## config.mk

```make
export PLATFORM = sky130hd
export DESIGN_NAME = uart_rx_param
export DESIGN_NICKNAME = d
export VERILOG_FILES = /design/src/rtl/uart_rx_param.sv
export SDC_FILE = /design/constraint.sdc
export NUM_CORES = 1
export LEC_CHECK = 0
export BUFFER_PORTS_ARGS = -buffer_cell sky130_fd_sc_hd__buf_2
export CAP_MARGIN = 30
export CORE_MARGIN = 2
export CORE_UTILIZATION = 41
export DETAILED_ROUTE_END_ITERATION = 7
export SYNTH_ARGS = -nofsm -noshare
export SYNTH_HDL_FRONTEND = slang
export SYNTH_SLANG_ARGS = --single-unit
```

## constraint.sdc

```tcl
create_clock -name rxclk -period 3.53 [get_ports rxclk]
set_input_delay 1.059 -clock rxclk [delete_from_list [all_inputs] [get_ports rxclk]]
set_output_delay 1.059 -clock rxclk [all_outputs]
set_load 0.005 [all_outputs]
```

## src/rtl/uart_rx_param.sv

```systemverilog
// Parametrised UART receiver: two-flop line synchroniser, mid-bit sampling FSM and receive FIFO.
// Define UART_RX_PARITY_EN to add a parity bit after the data bits (even/odd selected by parity_odd).
module uart_rx_param #(
  parameter int DATA_BITS  = 8,
  parameter int OVERSAMPLE = 16,
  parameter int FIFO_DEPTH = 4
) (
  input  logic                        rxclk,
  input  logic                        reset_n,
  input  logic                        rx_enable,
  input  logic                        rx_in,
  input  logic                        uld_rx_data,
  input  logic                        clr_err,
  input  logic                        parity_odd,
  output logic [DATA_BITS-1:0]        rx_data,
  output logic                        rx_empty,
  output logic                        rx_full,
  output logic [$clog2(FIFO_DEPTH):0] rx_count,
  output logic                        rx_frame_err,
  output logic                        rx_over_run,
  output logic                        rx_parity_err
);
  localparam int SW = $clog2(OVERSAMPLE);
  localparam int BW = $clog2(DATA_BITS);
  localparam int PW = $clog2(FIFO_DEPTH);
  localparam int CW = PW + 1;

`ifdef UART_RX_PARITY_EN
  typedef enum logic [2:0] {IDLE, START, DATA, PARITY, STOP} state_t;
`else
  typedef enum logic [2:0] {IDLE, START, DATA, STOP} state_t;
`endif

  state_t               state;
  logic                 rx_meta, rx_s;
  logic [SW-1:0]        sample_cnt;
  logic [BW-1:0]        bit_cnt;
  logic [DATA_BITS-1:0] shift_reg;
  logic [DATA_BITS-1:0] fifo_mem [FIFO_DEPTH];
  logic [PW-1:0]        wr_ptr, rd_ptr;
  logic                 sample_pt, stop_pt, push, pop, frame_set, over_set;

  // NOTE: registers update with <= so every flop samples pre-edge values; '=' here would collapse the synchroniser into one stage.
  always_ff @(posedge rxclk) begin
    if (!reset_n) begin
      rx_meta <= 1'b1;
      rx_s    <= 1'b1;
    end else begin
      rx_meta <= rx_in;
      rx_s    <= rx_meta;
    end
  end

  assign sample_pt = (sample_cnt == SW'(OVERSAMPLE/2 - 1));
  assign stop_pt   = rx_enable && (state == STOP) && sample_pt;
  assign pop       = uld_rx_data && (rx_count != '0);
  // A full FIFO still accepts the character when the head leaves in the same cycle.
  assign push      = stop_pt && rx_s && (!rx_full || pop);
  assign frame_set = stop_pt && !rx_s;
  assign over_set  = stop_pt && rx_s && rx_full && !pop;

`ifdef UART_RX_PARITY_EN
  logic par_bit;
  logic par_set;
  assign par_set = push && ((^shift_reg ^ parity_odd) != par_bit);

  always_ff @(posedge rxclk) begin
    if (!reset_n) rx_parity_err <= 1'b0;
    else          rx_parity_err <= par_set | (rx_parity_err & ~clr_err);
  end
`else
  logic unused_parity_odd;
  assign unused_parity_odd = parity_odd;
  assign rx_parity_err     = 1'b0;
`endif

  always_ff @(posedge rxclk) begin
    if (!reset_n) begin
      state      <= IDLE;
      sample_cnt <= '0;
      bit_cnt    <= '0;
      shift_reg  <= '0;
`ifdef UART_RX_PARITY_EN
      par_bit    <= 1'b0;
`endif
    end else if (!rx_enable) begin
      state <= IDLE;
    end else begin
      if (state != IDLE)
        sample_cnt <= (sample_cnt == SW'(OVERSAMPLE - 1)) ? '0 : sample_cnt + SW'(1);
      case (state)
        IDLE: if (!rx_s) begin
          state      <= START;
          sample_cnt <= '0;
          bit_cnt    <= '0;
        end
        START: if (sample_pt) state <= rx_s ? IDLE : DATA;
        DATA: if (sample_pt) begin
          shift_reg[bit_cnt] <= rx_s;
          bit_cnt            <= bit_cnt + BW'(1);
`ifdef UART_RX_PARITY_EN
          if (bit_cnt == BW'(DATA_BITS - 1)) state <= PARITY;
`else
          if (bit_cnt == BW'(DATA_BITS - 1)) state <= STOP;
`endif
        end
`ifdef UART_RX_PARITY_EN
        PARITY: if (sample_pt) begin
          par_bit <= rx_s;
          state   <= STOP;
        end
`endif
        STOP: if (sample_pt) state <= IDLE;
        default: state <= IDLE;
      endcase
    end
  end

  // NOTE: the FIFO storage has no reset; entries are only ever read after being written.
  always_ff @(posedge rxclk) begin
    if (push) fifo_mem[wr_ptr] <= shift_reg;
  end

  always_ff @(posedge rxclk) begin
    if (!reset_n) begin
      wr_ptr       <= '0;
      rd_ptr       <= '0;
      rx_count     <= '0;
      rx_data      <= '0;
      rx_frame_err <= 1'b0;
      rx_over_run  <= 1'b0;
    end else begin
      if (push) wr_ptr <= wr_ptr + PW'(1);
      if (pop) begin
        rx_data <= fifo_mem[rd_ptr];
        rd_ptr  <= rd_ptr + PW'(1);
      end
      if (push && !pop)      rx_count <= rx_count + CW'(1);
      else if (pop && !push) rx_count <= rx_count - CW'(1);
      rx_frame_err <= frame_set | (rx_frame_err & ~clr_err);
      rx_over_run  <= over_set  | (rx_over_run  & ~clr_err);
    end
  end

  assign rx_empty = (rx_count == '0);
  assign rx_full  = (rx_count == CW'(FIFO_DEPTH));

endmodule

```

# == Yosys cells after proc, flatten, opt, wreduce, memory -nomap -nowiden ==
# Memories as Yosys holds them, arrays and structs flattened. A register that Yosys moved wholly into a read port is not among the register bits.
# Cells that the tools add are included.
# totals
regBits,29
mem_bits_rw,32
inputBits,7
elab_cells,85
n_memories,1
# classes
n_addsub,6
order_cmp,2
n_eq_ne,12
muxes,21
bitwise_logic,5
n_reduce_logical,27
# mem_list
name,words,width,read_ports,rd_clocked_by_memory_dff,wr,line_no,text
fifo_mem,4,8,1,1,1,39,logic [DATA_BITS-1:0] fifo_mem [FIFO_DEPTH];
# op_table
op,n
two-way mux 3 bit,9
two-way mux 4 bit,4
one-hot mux 3 bit (4 select lines),1
logical AND 1 bit,11
"inequality test 2 bit, second input constant",5
bitwise mux 8 bit,1
"adder 3 x 1 -> 3 bit, second input constant",2
"equality test 3 x 2 -> 1 bit, second input constant",2
"equality test 3 bit, second input constant",2
zero test 3 bit,2
one-hot mux 3 bit (2 select lines),1
nonzero test 3 bit,2
zero test 1 bit,5
AND reduction 5 bit,1
"adder 2 x 1 -> 2 bit, second input constant",2
"adder 4 x 1 -> 4 bit, second input constant",1
"equality test 4 x 3 -> 1 bit, second input constant",1
"equality test 4 bit, second input constant",1
"less-than comparator 3 x 4 -> 1 bit, second input constant",1
AND reduction 4 bit,1
nonzero test 2 bit,2
demux 1 bit (select 3 bit),1
"equality test 3 x 1 -> 1 bit, second input constant",1
">= comparator 3 x 1 -> 1 bit, second input constant",1
other kinds (9),13

# == Depth between registers and ports, before layout ==
# Gate-level depths: netlist of run 1.
# logic_depth
word_depth,9
mapped_depth,10
ltp_nobuf,9

# == Worst setup path before layout of run 1 ==
# OpenSTA, ideal clock, no wires.
# synth_timing
kind,in2reg
start,input rx_enable
end,register rx_count[2]
setup_time_ns,0.070
arrival_time_ns,2.726
required_time_ns,3.460
setup_slack_ns,0.734
cell_stages,8
n_path_buf,0
cell_sequence,nand4_1 -> nor3b_2 -> ha_1 -> inv_1 -> fa_1 -> xor2_1 -> or3_1 -> a21oi_1
# synth_between
elab_chain_cells,7
word_cells_on_any_way,9
classes_between,mux: 1; reduce/logical: 8
# synth_lines
item,line_no,text
from (decl),10,"input logic rx_enable,"
logical AND 1 bit (*) (2 in a row),55,assign stop_pt = rx_enable && (state == STOP) && sample_pt;
logical AND 1 bit (*) (2 in a row),58,assign push = stop_pt && rx_s && (!rx_full || pop);
named net push,41,"logic sample_pt, stop_pt, push, pop, frame_set, over_set;"
zero test 1 bit,139,else if (pop && !push) rx_count <= rx_count - CW'(1);
logical AND 1 bit,139,
nonzero test 2 bit (no line),n/a,
to (signal assigned),138,if (push && !pop) rx_count <= rx_count + CW'(1);
to (signal assigned),139,
to (decl),18,"output logic [$clog2(FIFO_DEPTH):0] rx_count,"
# Mark *: on every way through the listed nets, which the timed path passes. The rest lies on a longest branch.
# A chain may end at the register's enable or synchronous reset.

# == Final worst setup path of run 1 ==
# Ends and elaborated chain as after synthesis.

==> results of run 1 <==
==> cell families after synthesis <==
logic type	after synthesis	synth area share, %
AO/OA/AOI/OAI	32	8.42
multiplexers	22	10.9
AND/OR/NAND/NOR	77	14.3
adder cells (fa/ha/maj)	9	4.10
buffers and inverters	24	3.46
XOR/XNOR	4	1.20
flip-flops	68	57.4
other	1	0.128
==> cell type report <==
cell class / count / share of cell area (%)
clock buffer: 9 / 3.75
clock inverter: 7 / 2.31
inverter: 8 / 0.910
tap: 96 / 3.64
multi-input combinational: 145 / 34.7
sequential: 68 / 51.0
timing repair buffer: 23 / 3.72
==> critical path, cell delays in order <==
cell     delay (ns)
buf_2          0.09
nand4_1        0.15
nor3b_2        0.29
ha_1           0.22
inv_1          0.06
fa_1           0.37
xor2_1         0.16
or3_1          0.30
a21oi_1        0.13
==> layer usage <==
layer / up-vias / global-route usage (%)
met5: - / 0
met4: 0 / 5.79
met3: 6 / 5.32
met2: 34 / 23.6
met1: 906 / 20.4
li1: 905 / -
==> power breakdown <==
part           internal [mW]  switching, mW
sequential             0.818        0.00187
combinational        0.00713         0.0156
clock                  0.329          0.314
==> path summary, 6_finish.rpt <==
kind	cells after the start	end	startpoint	slack [ns]
min reg2reg	1	rx_s	rx_meta	0.42
max reg2reg	9	rx_count[2]	sample_cnt[0]	0.99
min	1	rx_s	rx_meta	0.42
max	9	rx_count[2]	rx_enable	0.98
==> cell usage in the layout, fill, tap and decap left out, types with 2 or more instances in the layout <==
| cell type | synthesis | layout |
|---|---|---|
| nor2b_1 | 3 | 3 |
| ha_1 | 8 | 8 |
| buf_2 | 5 | 20 |
| xor2_1 | 3 | 3 |
| nor2_1 | 11 | 11 |
| o21ai_0 | 2 | 2 |
| o311ai_0 | 3 | 3 |
| and4b_1 | 2 | 2 |
| a21oi_1 | 5 | 5 |
| inv_1 | 8 | 8 |
| nand4_1 | 5 | 5 |
| mux2i_1 | 14 | 14 |
| clkinvlp_4 | 0 | 2 |
| a21boi_0 | 3 | 3 |
| clkinv_4 | 0 | 2 |
| o21a_1 | 3 | 3 |
| nand3_1 | 7 | 7 |
| and2_1 | 6 | 6 |
| nand2_1 | 26 | 26 |
| nor3b_1 | 2 | 2 |
| buf_4 | 1 | 3 |
| dfxtp_1 | 36 | 36 |
| edfxtp_1 | 32 | 32 |
| clkbuf_8 | 0 | 9 |
| mux4_2 | 8 | 8 |
| o2bb2ai_1 | 8 | 8 |
| nand2b_1 | 5 | 5 |
| nor3_1 | 2 | 2 |
==> stage by stage <==
| step | util [%] | area, um2 | hold WS [ns] |
|---|---|---|---|
| finish | 48.0 | 3300 | 0.417 |
| global route | 48.0 | 3300 | 0.438 |
| CTS | 48.0 | 3300 | 0.416 |
| detailed placement | 45.1 | 3100 | 0.396 |
| global placement | 45.1 | 3100 | 0.395 |
| floorplan | - | 2930 | 0.386 |
==> flow_results.org, run 1 <==
** Outcome
- The run finished with clean final reports.

** Final layout
- 0 antenna diodes ended up in the layout.
- Layout filler cell count :: 620
- Non-filler cells in the finished layout :: 356
- Share of final-layout standard cells stronger than drive strength 1 :: 19.6%
- The multi-input combinational cells in the finished layout cover a total of 1140 um2.
- The net count of the finished layout is 271.
- Layout area overhead :: 12.7%
- Number of flip-flops in the largest register :: 32
- The sequential cells in the finished layout cover a total of 1680 um2.

** Place
- Including well taps, the total number of placed cells is 340.
- Pre-CTS setup slack :: 0.622 ns
- In this run the tool buffered the top-level ports with 20 buffer cells.
- Detailed placement finished with a half-perimeter wire length of 3.35 mm.
- At the end of routability-driven placement, the weighted congestion stood at 0.742.

** Synthesis
- Total standard cell area after synthesis :: 2930 um2
- Cell count after synthesis :: 237
- After synthesis the netlist holds a flip-flop and latch count of 68.
- Among all flip-flop cells after synthesis, the most frequent one is dfxtp_1.
- Synthesized Nets :: 253
- Of all flip-flops after synthesis, the portion carrying an async set or reset was 0%.
- After synthesis, flip-flops and latches occupy 57.4% of the total area.
- Cell accounting for the most synthesized area :: edfxtp_1
- Synthesis warning total :: 0
- In this run the biggest area consumer among cell types represents 32.8% of the synthesized area.
- In the post-synthesis netlist, the cell with the most instances is dfxtp_1.
- Dividing the synthesized area by the synthesized cell count gives 12.4 um2.
- Ranked by total cell area, the synthesized netlist is headed by edfxtp_1, dfxtp_1, mux4_2.
- Number of unique standard cell types used by synthesis :: 46
- Yosys mapped a number of flops with a built-in enable equal to 32.
- List of most frequent post-synthesis cells :: dfxtp_1, edfxtp_1, nand2_1, mux2i_1, nor2_1

** Routing
- After detailed routing, the met3 layer carries 204 um of wire.
- Vias :: 1851
- Summed over all nets, wire length on met2 after detailed routing comes to 2.47 mm.
- Violation count after the first detailed-routing iteration :: 83
- Post-DRT Antenna Nets :: 0
- The detailed router used layers up to and including met4.
- After detailed routing, the average wire length per cell comes to 14.7 um.
- After detailed routing, the number of remaining DRC violations is 0.
- For this block, the routed nets add up to 5.22 mm of wire.
- For this block, wires on met1 add up to 2.47 mm.
- Pre-antenna DRT Iters :: 4
- In the routed layout, each cell is associated on average with a via count of 5.20.

** Clock tree
- No sink is reached through more buffers than the 2 on the longest clock path.
- Resized cells post-CTS :: 0
- Clock slew at reported path FFs :: 0.08 ns
- The H-tree was split into 3 levels.
- Hold buffer count at CTS :: 0
- Clock latency of the later-clocked register in the worst-skew pair :: 0.34 ns
- TritonCTS clock tree :: built
- Counting every sink on the clock net gives 68.
- Root Buffer :: clkbuf_8
- Post-CTS setup buffer count :: 0
- The number of clock buffers added by TritonCTS is 9.

** Timing
- The count of endpoints failing hold in the final timing report was 0.
- Fin crit period :: 2.55 ns
- Setup violations remaining at the end of the flow were counted as 0.
- Highest achievable clock rate :: 392 MHz
- The worst path uses 72.3% of the clock period.
- Relative slew margins :: 56.9%
- For the pin with the worst max-slew slack, the measured transition is 0.646 ns.
- Final count of pins violating max slew :: 0
- Across all setup checks in the final design, the least slack found is 0.979 ns.
- Between clock sinks in the finished design, the worst skew comes to 0.0114 ns.
- Setup repair after global routing missed its margin :: no
- For the final routed database, the setup TNS stands at 0 ns.

** Global routing
- Via count of the first global-routing pass :: 1743
- Antenna violations before repair :: 0
- The first global-routing pass estimated 8.89 mm of wire.
- Global routing used 15.4% of the available tracks.
- The total overflow left after global routing is 0.
- Entering global routing, the biggest net connects 22 pins.

** Power and ir drop
- Power spread over the standard cell area amounts to 450 nW/um2.
- Static leakage power :: 1.30 nW
- Peak supply drop :: 0.172 mV
- Overall power consumption after layout is estimated at 1.49 mW.

** Critical path
- STA classifies the critical path endpoint as a flip-flop.
- CP max FO :: 2
- Launching element type of the critical path :: input port
- Data required time at the worst endpoint :: 3.80 ns
- The setup path with the least slack is of type input port to flip-flop.
- Critical path arrival :: 2.83 ns

** Floorplanning
- In this run the count of I/O pins placed on the die edge is 23.
- Once the floorplan was initialized, standard cells occupied 42.6% of the core.
- Placeable core area :: 6870 um2
- Die Y :: 88.5 um
- Die extent in x :: 88.5 um
- Die area :: 7830 um2
- The initialized floorplan defines 30 standard-cell rows.

** Run
- Across the run, the number of max-cap violations was 0.

** Min path
- Tightest Hold Check Type :: flip-flop to flip-flop
Power figures use the tool's default switching activity.
==> inputs of run 2 (changes only) <==
clock period = 2.6 ns   (was 3.53 ns; I/O delays follow)
==> run 2 against run 1 <==
Via count down 1.9%; final cell count up 2.0%; total power up 34%; global-route usage down 0.39 points; clock power up 33%; highest routed layer unchanged.
==> flow_results.org, run 2 (synthesis gave the netlist of run 1 again) <==
** Clock tree
- Max clock buf depth :: 2 (unchanged)
- H-tree levels :: 3 (unchanged)
- # clock sinks :: 68 (unchanged)
- The number of buffers added by the clock tree synthesis step was 9 (unchanged).
- The clock network latency to the later pin of the worst-skew pair came to 0.34 ns (about the same).
- The clock transition at the register clock pins on the worst setup and hold paths after CTS is 0.07 ns (about the same).
- TritonCTS clock tree :: built
- Resized cells post-CTS :: 0 (unchanged)
- Post-CTS setup buffer count :: 0 (unchanged)
- The count of hold buffers inserted by post-cts repair is 0 (unchanged).
- In this run the clock root is driven by a clkbuf_8.

** Timing
- The total negative slack for setup checks was 0 ns (unchanged).
- The worst-case headroom to the max-slew limit came to 56.4% (-0.47 points).
- Final count of pins violating max slew :: 0 (unchanged)
- Period utilisation layout :: 89.7%
- Setup repair after global routing missed its margin :: no
- Fin crit period :: 2.33 ns
- The maximum clock skew at final layout came to 0.00547 ns (-0.00590 ns).
- The total of endpoints with negative setup slack in the final report came to 0 (unchanged).
- Highest achievable clock rate :: 429 MHz
- Number of hold violations in the final report :: 0 (unchanged)
- The actual transition at the worst max-transition pin was 0.653 ns (+0.00699 ns).

** Power and ir drop
- The fraction of power consumed by combinational cells was 1.6% (about the same).
- Sw Share :: 21.5% (-0.84 points)
- The internal portion of total power is 1.57 mW (+36%).
- The leakage component of the power came to 1.34 nW (+3.3%).
- The total design power was 2.00 mW (+34%).
- Peak supply drop :: 0.286 mV (+66%)
- The net switching power was 0.429 mW (+29%).
- The sequential share of power was 55.7% (+0.5 points).
- Clock Power Share :: 42.7% (-0.6 points)
- The power density over the cells was 596 nW/um2 (+32%).

** Critical path
- The worst-path maximum fanout was 5 (+3).
- Slowest-stage cell, CP :: dfxtp_1
- Worst R2R Setup Slack :: 0.27 ns (-0.72 ns)
- Among cell families on the critical path, the largest total delay comes from adder cells.
- Launching element type of the critical path :: flip-flop
- Critical path class :: flip-flop to flip-flop
- Library cell appearing most often on the critical path :: ha_1
- Data required time at the worst endpoint :: 2.87 ns (-0.93 ns)
- Critical path arrival :: 2.60 ns (-0.23 ns)
- Worst path buffer plus inverter count :: 1 (-1)
- Walking the worst path, the cells encountered are ha_1 > nand3b_4 > nor3b_2 > ha_1 > inv_1 > fa_1 > xor2_1 > or3_1 > a21oi_1.
- CP Capture Type :: flip-flop
- The largest stage delay on the critical path was 0.39 ns (+0.02 ns).

** Global routing
- Sum of overflow across all layers after global routing :: 0 (unchanged)
- The wire length of the first global-routing pass is 8.74 mm (-1.7%).
- Via count of the first global-routing pass :: 1775 (+1.8%)
- The maximum number of pins on one net before global-route repair was 26 (+18%).
- GRT Overall Usage :: 15.0% (-0.39 points)
- Antenna violations before repair :: 0 (unchanged)

** Min path
- The tightest min-delay check is of the flip-flop to flip-flop type.

** Routing
- Drc violations :: 0 (unchanged)
- The remaining antenna violation count came to 0 (unchanged).
- The routed wire length came to 5.04 mm (-3.5%).
- The initial DRC count was 67 (-19%).
- Detailed-route vias per instance :: 5.00 (-3.8%)
- Pre-antenna DRT Iters :: 4 (unchanged)
- Routed wire length per instance :: 13.9 um (-5.3%)
- The routed via count was 1815 (-1.9%).

** Place
- The estimated wirelength of the detail-placed design was 3.45 mm (+2.9%).
- The last weighted congestion value of the routability-driven placer came to 0.760 (+2.3%).
- Number of placed cells counting well taps :: 347 (+2.1%)
- The count of port buffers added during placement came to 20 (unchanged).

** Floorplanning
- The starting utilization of the core area was 42.6% (unchanged).
- The number of placement rows came to 30 (unchanged).
- Die Y :: 88.5 um (unchanged)
- The die footprint was 7830 um2 (unchanged).
- Ports placed on the boundary :: 23 (unchanged)
- Die extent in x :: 88.5 um (unchanged)
- Placeable core area :: 6870 um2 (unchanged)

** Final layout
- Antenna diode count :: 0 (unchanged)
- The number of nets in the layout was 278 (+2.6%).
- Non-filler cells in the finished layout :: 363 (+2.0%)
- From synthesis to final layout, the design area changed by 14.5%.
- Utilization after layout :: 48.8% (+0.77 points)
- Leaving out fill and tap cells, the most frequent cells in the layout are dfxtp_1, edfxtp_1, nand2_1.
- The flip-flop count of the largest register after layout was 32 (unchanged).
- Share of final-layout standard cells stronger than drive strength 1 :: 21.7% (+2.1 points)
- Most common cell after layout, fill and taps aside :: dfxtp_1

** Outcome
- Result of the run :: finished, final reports clean

** Run
- The count of maximum capacitance violations was 0 (unchanged).
==> run 2: area by class of cell <==
type | instances | area, um2
Tap cell | 96 | 120
Clock buffer | 9 | 124
Clock inverter | 7 | 76.3
Multi-Input combinational cell | 145 | 1140
Inverter | 8 | 30.0
Fill cell | 638 | 3520
Timing Repair Buffer | 30 | 175
Sequential cell | 68 | 1680
==> run 2: metal layers <==
metal  vias to the layer above  track usage [%]  share of wire [%]
met1                       860             18.7                 47
met4                         0             5.79                1.7
met3                        11             5.04                3.4
li1                        918                -                  -
met2                        26             24.3                 48
met5                         -                0                  0
==> run 2: final timing paths <==
path,startpoint,end,cells after the start
setup / recovery,sample_cnt[0],rx_count[2],9
hold / removal,rx_meta,rx_s,1
setup reg to reg,sample_cnt[0],rx_count[2],9
hold reg to reg,rx_meta,rx_s,1
==> run 2: power groups by stage <==
| stage | sequential [mW] | clock [mW] | combinational [mW] |
|---|---|---|---|
| 2_1_floorplan | 1.14 | 0 | 0.0209 |
| 3_3_place_gp | 1.14 | 0 | 0.0333 |
| 3_5_place_dp | 1.14 | 0 | 0.0336 |
| 4_1_cts | 1.11 | 0.889 | 0.0332 |
| 5_1_grt | 1.11 | 0.936 | 0.0367 |
| 6_report | 1.11 | 0.853 | 0.0324 |
==> run 2: per-stage QoR <==
step	hold WS, ns	worst slack (ns)	instance area (um2)
4_1_cts	0.416	0.261	3350
6_report	0.411	0.268	3350
3_3_place_gp	0.392	-0.0138	3150
5_1_grt	0.439	0.0983	3350
3_5_place_dp	0.398	-0.0610	3150
2_1_floorplan	0.386	0.0825	2930
==> run 2: worst reg2reg max path, delay by kind of cell (launching register included) <==
family,cells,cell delay (ns)
AOI/OAI and AO/OA,1,0.14
xor gates and xnor gates,1,0.16
adders and majority gates,3,0.85
buffers and inverters,1,0.06
DFF,1,0.39
and+or+nand+nor,3,0.68
